[src/rtl/alu_arbiter.sv]
`default_nettype none
// ============================================================================
// Module   : alu_arbiter
// Purpose  : Shares one 1-cycle-latency ALU between two requesters. Picks one
//            request per cycle (round-robin), drives it onto the ALU bus and
//            steers the returning result into the owner's response FIFO.
//            Credits are reserved at grant, so the FIFOs can never overflow.
// Options  : ALU_ARB_FIXED_PRIO_EN - port 0 always wins a tie (no last ptr)
// Revision : 1.0 - initial release
// ============================================================================
module alu_arbiter #(
   parameter int DEPTH = 2
) (
   input  logic        clk,
   input  logic        rst,
   input  logic        s0_valid,
   output logic        s0_ready,
   input  logic [4:0]  s0_opcode,
   input  logic [2:0]  s0_funct3,
   input  logic [6:0]  s0_funct7,
   input  logic [31:0] s0_opd1,
   input  logic [31:0] s0_opd2,
   input  logic        s1_valid,
   output logic        s1_ready,
   input  logic [4:0]  s1_opcode,
   input  logic [2:0]  s1_funct3,
   input  logic [6:0]  s1_funct7,
   input  logic [31:0] s1_opd1,
   input  logic [31:0] s1_opd2,
   output logic        r0_valid,
   input  logic        r0_ready,
   output logic [31:0] r0_rslt,
   output logic        r1_valid,
   input  logic        r1_ready,
   output logic [31:0] r1_rslt,
   output logic [4:0]  alu_opcode,
   output logic [2:0]  alu_funct3,
   output logic [6:0]  alu_funct7,
   output logic [31:0] alu_opd1,
   output logic [31:0] alu_opd2,
   input  logic [31:0] alu_rslt
);

   localparam int c_aw = $clog2(DEPTH);
   localparam int c_cw = $clog2(DEPTH + 1);
   localparam logic [c_cw-1:0] c_depth = c_cw'(DEPTH);

   logic [1:0]  w_elig;
   logic [1:0]  w_grant;
   logic [1:0]  w_vld;
   logic [1:0]  w_rdy;
   logic [31:0] w_rslt [2];
   logic [c_cw-1:0] w_cnt [2];
   logic        r_fl_v;
   logic        r_fl_port;

   assign w_rdy = {r1_ready, r0_ready};

   // Eligibility uses the registered credit count; a same-cycle pop does not help
   always_comb begin
      w_elig    = 2'b00;
      w_elig[0] = rst & s0_valid & (w_cnt[0] < c_depth);
      w_elig[1] = rst & s1_valid & (w_cnt[1] < c_depth);
   end

`ifdef ALU_ARB_FIXED_PRIO_EN
   // Fixed priority: port 0 wins every tie
   always_comb begin
      w_grant    = 2'b00;
      w_grant[0] = w_elig[0];
      w_grant[1] = w_elig[1] & ~w_elig[0];
   end
`else
   logic r_last;

   // Round-robin: on a tie the port that was not granted last wins
   always_comb begin
      w_grant = w_elig;
      if (&w_elig) begin
         w_grant = r_last ? 2'b01 : 2'b10;
      end
   end

   // Remember the most recently granted port; reset favours port 0
   always_ff @(posedge clk or negedge rst) begin
      if (!rst) begin
         r_last <= 1'b1;
      end else if (|w_grant) begin
         r_last <= w_grant[1];
      end
   end
`endif

   assign s0_ready = w_grant[0];
   assign s1_ready = w_grant[1];

   // Steer the granted request onto the ALU bus; idle bus is all zero
   always_comb begin
      alu_opcode = '0;
      alu_funct3 = '0;
      alu_funct7 = '0;
      alu_opd1   = '0;
      alu_opd2   = '0;
      if (w_grant[0]) begin
         alu_opcode = s0_opcode;
         alu_funct3 = s0_funct3;
         alu_funct7 = s0_funct7;
         alu_opd1   = s0_opd1;
         alu_opd2   = s0_opd2;
      end else if (w_grant[1]) begin
         alu_opcode = s1_opcode;
         alu_funct3 = s1_funct3;
         alu_funct7 = s1_funct7;
         alu_opd1   = s1_opd1;
         alu_opd2   = s1_opd2;
      end
   end

   // Track which port owns the operation currently inside the ALU
   always_ff @(posedge clk or negedge rst) begin
      if (!rst) begin
         r_fl_v    <= 1'b0;
         r_fl_port <= 1'b0;
      end else begin
         r_fl_v    <= |w_grant;
         r_fl_port <= w_grant[1];
      end
   end

   for (genvar k = 0; k < 2; k++) begin : g_port
      logic [c_cw-1:0] r_cnt;
      logic [c_aw:0]   r_wptr;
      logic [c_aw:0]   r_rptr;
      logic [31:0]     r_mem [DEPTH];
      logic            w_wr;
      logic            w_pop;

      assign w_wr      = r_fl_v & (r_fl_port == 1'(k));
      assign w_vld[k]  = (r_wptr != r_rptr);
      assign w_pop     = w_vld[k] & w_rdy[k];
      assign w_rslt[k] = r_mem[r_rptr[c_aw-1:0]];
      assign w_cnt[k]  = r_cnt;

      // Credit counter plus circular FIFO; storage cleared so rslt reads 0 in reset
      always_ff @(posedge clk or negedge rst) begin
         if (!rst) begin
            r_cnt  <= '0;
            r_wptr <= '0;
            r_rptr <= '0;
            for (int i = 0; i < DEPTH; i++) begin
               r_mem[i] <= '0;
            end
         end else begin
            case ({w_grant[k], w_pop})
               2'b10:   r_cnt <= r_cnt + 1'b1;
               2'b01:   r_cnt <= r_cnt - 1'b1;
               default: r_cnt <= r_cnt;
            endcase
            if (w_wr) begin
               r_mem[r_wptr[c_aw-1:0]] <= alu_rslt;
               r_wptr                  <= r_wptr + 1'b1;
            end
            if (w_pop) begin
               r_rptr <= r_rptr + 1'b1;
            end
         end
      end
   end

   assign r0_valid = w_vld[0];
   assign r1_valid = w_vld[1];
   assign r0_rslt  = w_rslt[0];
   assign r1_rslt  = w_rslt[1];

endmodule
`default_nettype wire

[config.mk]
export PLATFORM = sky130hd
export DESIGN_NAME = alu_arbiter
export DESIGN_NICKNAME = d
export VERILOG_FILES = /design/src/rtl/alu_arbiter.sv
export SDC_FILE = /design/constraint.sdc
export NUM_CORES = 1
export LEC_CHECK = 0
export BUFFER_PORTS_ARGS = -buffer_cell sky130_fd_sc_hd__buf_2
export CORE_MARGIN = 5
export CORE_UTILIZATION = 24
export DETAILED_ROUTE_END_ITERATION = 12
export GPL_ROUTABILITY_DRIVEN = 0
export PLACE_DENSITY_LB_ADDON = 0.12
export SLEW_MARGIN = 10
export SYNTH_ARGS = -nofsm -noshare
export SYNTH_HDL_FRONTEND = slang
export SYNTH_SLANG_ARGS = --single-unit
[constraint.sdc]
create_clock -name clk -period 4.2 [get_ports clk]
set_input_delay 0.21 -clock clk [delete_from_list [all_inputs] [get_ports clk]]
set_output_delay 0.21 -clock clk [all_outputs]
set_load 0.005 [all_outputs]
==> impl_metrics.yaml, run 1 <==
worst_setup_path:
  critPathMaxFanout: 59
  critPathArrivalTime_ns: 2.85
  critPathRequiredTime_ns: 3.99
  reg2reg_to: "g_port[0].r_mem[1]$_DFFE_PN0P_"
  reg2reg_slack_ns: 1.86
  r2r_start: "g_port[0].r_wptr[0]$_DFFE_PN0P_"
  worst_setup_path_start_kind: "input pin"
  rr_worst_depth: 3
  crit_type: "in2out"
  end_kind: "output port"
  crit_start: "rst"
  cp-endpoint: "alu_funct7[0]"
die:
  core_mm2: 0.0288
  fp.dieH_um: 181
  die-width_um: 181
  fp-row-count: 62
  dieArea_mm2: 0.0327
  ios: 343
  initial_core_util: 0.243
timing:
  grt_setup_unrepaired: "no"
  finalSetupViolations: 0
  hold_violations: 0
  tightestPinTransition_ns: 1.11
  fin_setup_tns_ns: 0
  finalCriticalPeriod_ns: 3.06
  max_freq_mhz: 327
  clock-skew-final_ns: 0.0105
  relSlewSlack: 0.255
  slew_viol_final: 0
  period_share: 0.728
  setup_ws_ns: 1.14
route:
  drt-initial-drc-count: 180
  via_per_inst: 4.50
  final_antenna_net_count: 0
  avgRoutedWirePerCell_um: 20.5
  drc: 0
  routed_wl_um: 25500
  drt_pass1_iterations: 4
  vias: 5599
logic_synthesis:
  synth_fp_nets: 707
  yosys_warnings: 0
  syn_area_per_cell_um2: 13.8
  synth.cell_area_mm2: 0.00700
  synth_top_area_share: 0.507
  synth-adder-area-share: 0.00357
  synth_compound_area_frac: 0.110
  yosys.area_share.simple: 0.0175
  synth_cells: 509
  synth_mux_area_frac: 0.309
  synthXorXnorAreaFrac: 0.0163
  synth-async-reset-ratio: 1.00
  synthTopCellsByArea: "dfrtp_1 (51%), mux2_2 (31%), a22o_1 (9.9%)"
  synth_top_family_by_area: "multiplexers"
  yosysSeqAreaShare: 0.511
  ys_seq_elements: 143
  synth.most_common_cell: "mux2_2"
  yosysUniqueCellTypes: 25
  synth_top_cells_by_count: "mux2_2 (190), dfrtp_1 (142), a22o_1 (79)"
  synth-edff-count: 0
  synth_top_area_cell: "dfrtp_1"
  ys.flop_type: "dfrtp_1"
power:
  p_leak_nw: 4.67
  power_mw: 6.85
  powerDensity_mw_per_mm2: 705
  vdd_drop_max_v: 0.000261
global_route:
  overflow: 0
  track_usage: 0.153
  grt_pass1_vias: 6189
  antenna_found_initial: 9
  grt_pass1_wl_um: 38600
  grt_max_degree: 60
placement:
  dpl.hpwl_um: 18900
  dpl_worst_slack_ns: 1.65
  dp.cells: 1206
  io_buffer_count: 342
final_layout:
  drive_gt1_frac: 0.682
  nets: 1040
  finalNonFillerCells: 1244
  fill_cells: 2963
  multi_input_area_mm2: 0.00322
  regArea_mm2: 0.00358
  areaGrowthSynthToFinish_pct: 38.6
clocking:
  cts.clk_slew.worst_paths_ns: 0.06
  cts.path.max_buffers: 2
  h-tree-depth: 4
  cts_resized: 0
  clk_latency_ns: 0.42
  cts_tree: "built"
  post_cts_buffers: 0
  hold_buffers: 1
  cts.sinks: 143
  clock-root-buffer: "clkbuf_16"
  cts_buffers: 17
job:
  drv_cap: 0
hold_path:
  min-delay-start: "r0_ready"
  hold_class: "in2reg"
status:
  status: "finished clean"
how the worst min path moves through the flow:
stage	to	slack [ns]	cells after the start
finish	g_port[0].r_rptr[1]$_DFFE_PN0P_	0.04	2
global route	g_port[0].r_rptr[1]$_DFFE_PN0P_	0.02	2
CTS	g_port[0].r_rptr[1]$_DFFE_PN0P_	0.007	2
detailed placement	g_port[1].r_mem[50]$_DFFE_PN0P_	0.17	1
global placement	g_port[1].r_mem[50]$_DFFE_PN0P_	0.18	1
floorplan	g_port[0].r_cnt[0]$_DFFE_PN0P_	-0.09	0
through the flow:
| stage | area [µm²] | utilization | hold WS [ns] |
|---|---|---|---|
| 3_5_place_dp | 9100 | 0.316 | 0.172 |
| 5_1_grt | 9700 | 0.337 | 0.0201 |
| 2_1_floorplan | 7000 | - | -0.0856 |
| 4_1_cts | 9700 | 0.337 | 0.00701 |
| 6_report | 9710 | 0.337 | 0.0381 |
| 3_3_place_gp | 9100 | 0.316 | 0.179 |
cells by family after synthesis:
family,after synthesis
AOI/OAI and AO/OA,92
xor gates and xnor gates,13
adders and majority gates,2
buffers and inverters,43
DFF,143
muxes,192
and+or+nand+nor,24
placed cells by master (no fill, tap or decap), types with 2 or more instances in the layout:
master	synthesis	final
nor2b_1	2	2
a31oi_1	3	3
o311ai_0	2	2
a21oi_1	7	7
nand3_1	3	2
diode_2	0	5
inv_1	3	3
nand3b_1	2	2
nand3_2	1	2
buf_2	36	341
nor2_1	5	4
a22o_1	79	79
dfrtp_1	142	140
inv_8	0	4
clkbuf_16	0	17
ha_1	2	2
xor2_1	2	2
clkinv_2	0	2
xnor2_1	11	11
mux2_2	190	190
dfrtp_2	0	2
inv_6	0	6
buf_4	0	9
mux2_1	2	2
nand2_1	8	8
metal layers:
layer / vias to the layer above / global-route usage / share of wire
met2: 253 / 0.259 / 0.49
met4: 2 / 0.0656 / 0.040
met5: - / 0 / 0.00051
met3: 47 / 0.0410 / 0.065
met1: 2721 / 0.184 / 0.41
li1: 2576 / - / -
worst max-delay path: stages:
cell	delay (ns)
dlygate4sd3_1	0.55
buf_6	0.38
nand3_2	0.17
inv_2	0.75
buf_4	0.41
a22o_1	0.19
buf_2	0.12
registers in the layout, summed over array words and instances, names as in the netlist:
| name | flops |
|---|---|
| r_fl_v | 1 |
| g_port.r_rptr | 4 |
| g_port.r_mem | 128 |
| r_fl_port | 1 |
| r_last | 1 |
| g_port.r_cnt | 4 |
| g_port.r_wptr | 4 |
cell type report:
| class | count | share of cell area |
|---|---|---|
| sequential | 143 | 0.369 |
| multi-input combinational | 323 | 0.331 |
| timing repair buffer | 353 | 0.187 |
| tap | 384 | 0.0495 |
| clock buffer | 17 | 0.0438 |
| clock inverter | 15 | 0.0168 |
| inverter | 4 | 0.00155 |
| antenna | 5 | 0.00129 |
power breakdown:
part / switching (mW) / total [mW] / internal (mW) / leakage [nW]
clock network: 0.678 / 1.53 / 0.847 / 0.294
logic: 1.16 / 2.81 / 1.65 / 2.70
registers: 0.424 / 2.51 / 2.09 / 1.67
Note: power is estimated with default switching activity, not from simulation.
==> inputs of run 2 (changes only) <==
==> constraint.sdc (replaced) <==
create_clock -name clk -period 3.2 [get_ports clk]
set_input_delay 0.16 -clock clk [delete_from_list [all_inputs] [get_ports clk]]
set_output_delay 0.16 -clock clk [all_outputs]
set_load 0.005 [all_outputs]
==> run 2 against run 1 <==
Effect of this change:
- sequential power is 31% higher
- register-to-register slack worse by 0.56 ns
- cell area is 2.2% higher
- core utilization is 0.73 points higher
- first-iteration DRC count is 27% higher
- sequential cell count stayed put
- critical endpoint is now alu_opd2[28]
- critical path type unchanged
==> impl_metrics.yaml, run 2 (synthesis gave the netlist of run 1 again) <==
route:
  via_per_inst: 4.48
  drc: 0
  drt-initial-drc-count: 229
  vias: 5645
  drt_pass1_iterations: 4
  avgRoutedWirePerCell_um: 20.1
  final_antenna_net_count: 0
  routed_wl_um: 25400
timing:
  slew_viol_final: 0
  relSlewSlack: 0.488
  setup_ws_ns: 0.598
  clock-skew-final_ns: 0.0128
  finalCriticalPeriod_ns: 2.60
  period_share: 0.813
  finalSetupViolations: 0
  max_freq_mhz: 384
  hold_violations: 0
  fin_setup_tns_ns: 0
  grt_setup_unrepaired: "no"
  tightestPinTransition_ns: 0.769
final_layout:
  fin_area_mm2: 0.00992
  final_common_cell: "buf_2"
  multi_input_area_mm2: 0.00322
  largest_register: "g_port.r_mem"
  largest_reg_flops: 128
  regArea_mm2: 0.00358
  layout_common_cells: "buf_2 (341), mux2_2 (190), dfrtp_1 (140)"
  areaGrowthSynthToFinish_pct: 41.6
  drive_gt1_frac: 0.673
  fin_util: 0.345
  nets: 1059
  fill_cells: 2955
worst_setup_path:
  critPathMaxFanout: 38
  critPathRequiredTime_ns: 3.04
  worst_setup_path_start_kind: "input pin"
  critPathArrivalTime_ns: 2.44
  slowest_stage: "dlygate4sd3_1"
  crit_chain: "dlygate4sd3_1 -> buf_6 -> nand3b_1 -> a21oi_4 -> buf_12 -> a22o_1 -> buf_2"
  critPathMaxStageDelay_ns: 0.63
  crit_type: "in2out"
  end_kind: "output port"
global_route:
  antenna_found_initial: 7
  grt_max_degree: 59
  overflow: 0
  track_usage: 0.151
  grt_pass1_vias: 6114
  grt_pass1_wl_um: 37700
power:
  p_leak_nw: 4.76
  vdd_drop_max_v: 0.000396
  power_mw: 9.05
  powerDensity_mw_per_mm2: 912
clocking:
  clock-root-buffer: "clkbuf_16"
  cts.clk_slew.worst_paths_ns: 0.07
  cts.path.max_buffers: 2
  clk_latency_ns: 0.43
  h-tree-depth: 4
  cts_tree: "built"
  post_cts_buffers: 0
  cts_buffers: 17
  cts.sinks: 143
die:
  core_mm2: 0.0288
  dieArea_mm2: 0.0327
  fp-row-count: 62
  fp.dieH_um: 181
  die-width_um: 181
  initial_core_util: 0.243
  ios: 343
placement:
  io_buffer_count: 342
  dpl.hpwl_um: 19100
  place_area_mm2: 0.00915
  dpl_worst_slack_ns: 1.13
status:
  status: "finished clean"
hold_path:
  hold_class: "in2reg"
job:
  drv_cap: 0
[run 2: cell count changes in the layout (fill, tap and decap cells not counted)]
| cell | previous run | this run |
|---|---|---|
| inv_8 | 4 | 3 |
| clkinv_2 | 2 | 0 |
| diode_2 | 5 | 2 |
| buf_4 | 9 | 13 |
| buf_12 | 1 | 2 |
| clkinv_8 | 1 | 4 |
| dlygate4sd3_1 | 1 | 15 |
| clkinvlp_4 | 0 | 1 |
| clkinv_4 | 1 | 0 |
[run 2: path summary, 6_finish.rpt]
path	slack (ns)	endpoint	from	cells past startpoint
max	0.60	alu_opd2[28]	rst	7
min	0.02	g_port[1].r_mem[15]$_DFFE_PN0P_	alu_rslt[15]	2
max reg2reg	1.30	g_port[1].r_mem[8]$_DFFE_PN0P_	g_port[1].r_wptr[0]$_DFFE_PN0P_	3
min reg2reg	0.47	g_port[0].r_cnt[1]$_DFFE_PN0P_	g_port[0].r_cnt[1]$_DFFE_PN0P_	1
max in group asynchronous	1.80	g_port[0].r_mem[14]$_DFFE_PN0P_	rst	3
min in group asynchronous	0.30	g_port[1].r_mem[29]$_DFFE_PN0P_	rst	2
[run 2: power by group]
group | switching [mW] | total (mW) | internal (mW)
Combinational | 1.52 | 3.72 | 2.19
Clock | 0.917 | 2.04 | 1.13
Sequential | 0.553 | 3.29 | 2.74
Total | 2.99 | 9.05 | 6.06
[run 2: repair_timing]
action | in CTS | in global routing
hold endpoints to repair | 63 | 0
resized for setup | 0 | 0
hold buffers | 15 | 0
[run 2: metal layers]
layer / wire [µm] / vias up / share of wire / GRT usage
li1: - / 2608 / - / -
met1: 10300 / 2755 / 0.41 / 0.180
met2: 12700 / 232 / 0.50 / 0.264
met3: 1610 / 44 / 0.064 / 0.0396
met4: 745 / 6 / 0.029 / 0.0526
met5: 44 / - / 0.0017 / 0
[run 2: layout make-up]
type / instances / share of cell area
well taps: 384 / 0.0484
clock inverters: 15 / 0.0190
multi-input cells: 323 / 0.324
flip-flops and latches: 143 / 0.361
diodes: 2 / 0.000505
repair buffers: 372 / 0.202
clock buffers: 17 / 0.0429
inverters: 4 / 0.00151
[run 2: critical path, delay by kind of cell]
family                 cells  cell delay (ns)
buffers and inverters      4             1.37
AO/OA/AOI/OAI              2             0.68
AND/OR/NAND/NOR            1             0.20
[run 2: metrics by stage]
step	hold slack, ns	instances
2_1_floorplan	-0.136	509
6_report	0.0163	1260
5_1_grt	0.00192	1260
4_1_cts	0.000349	1258
3_3_place_gp	0.0739	1211
3_5_place_dp	0.0698	1211
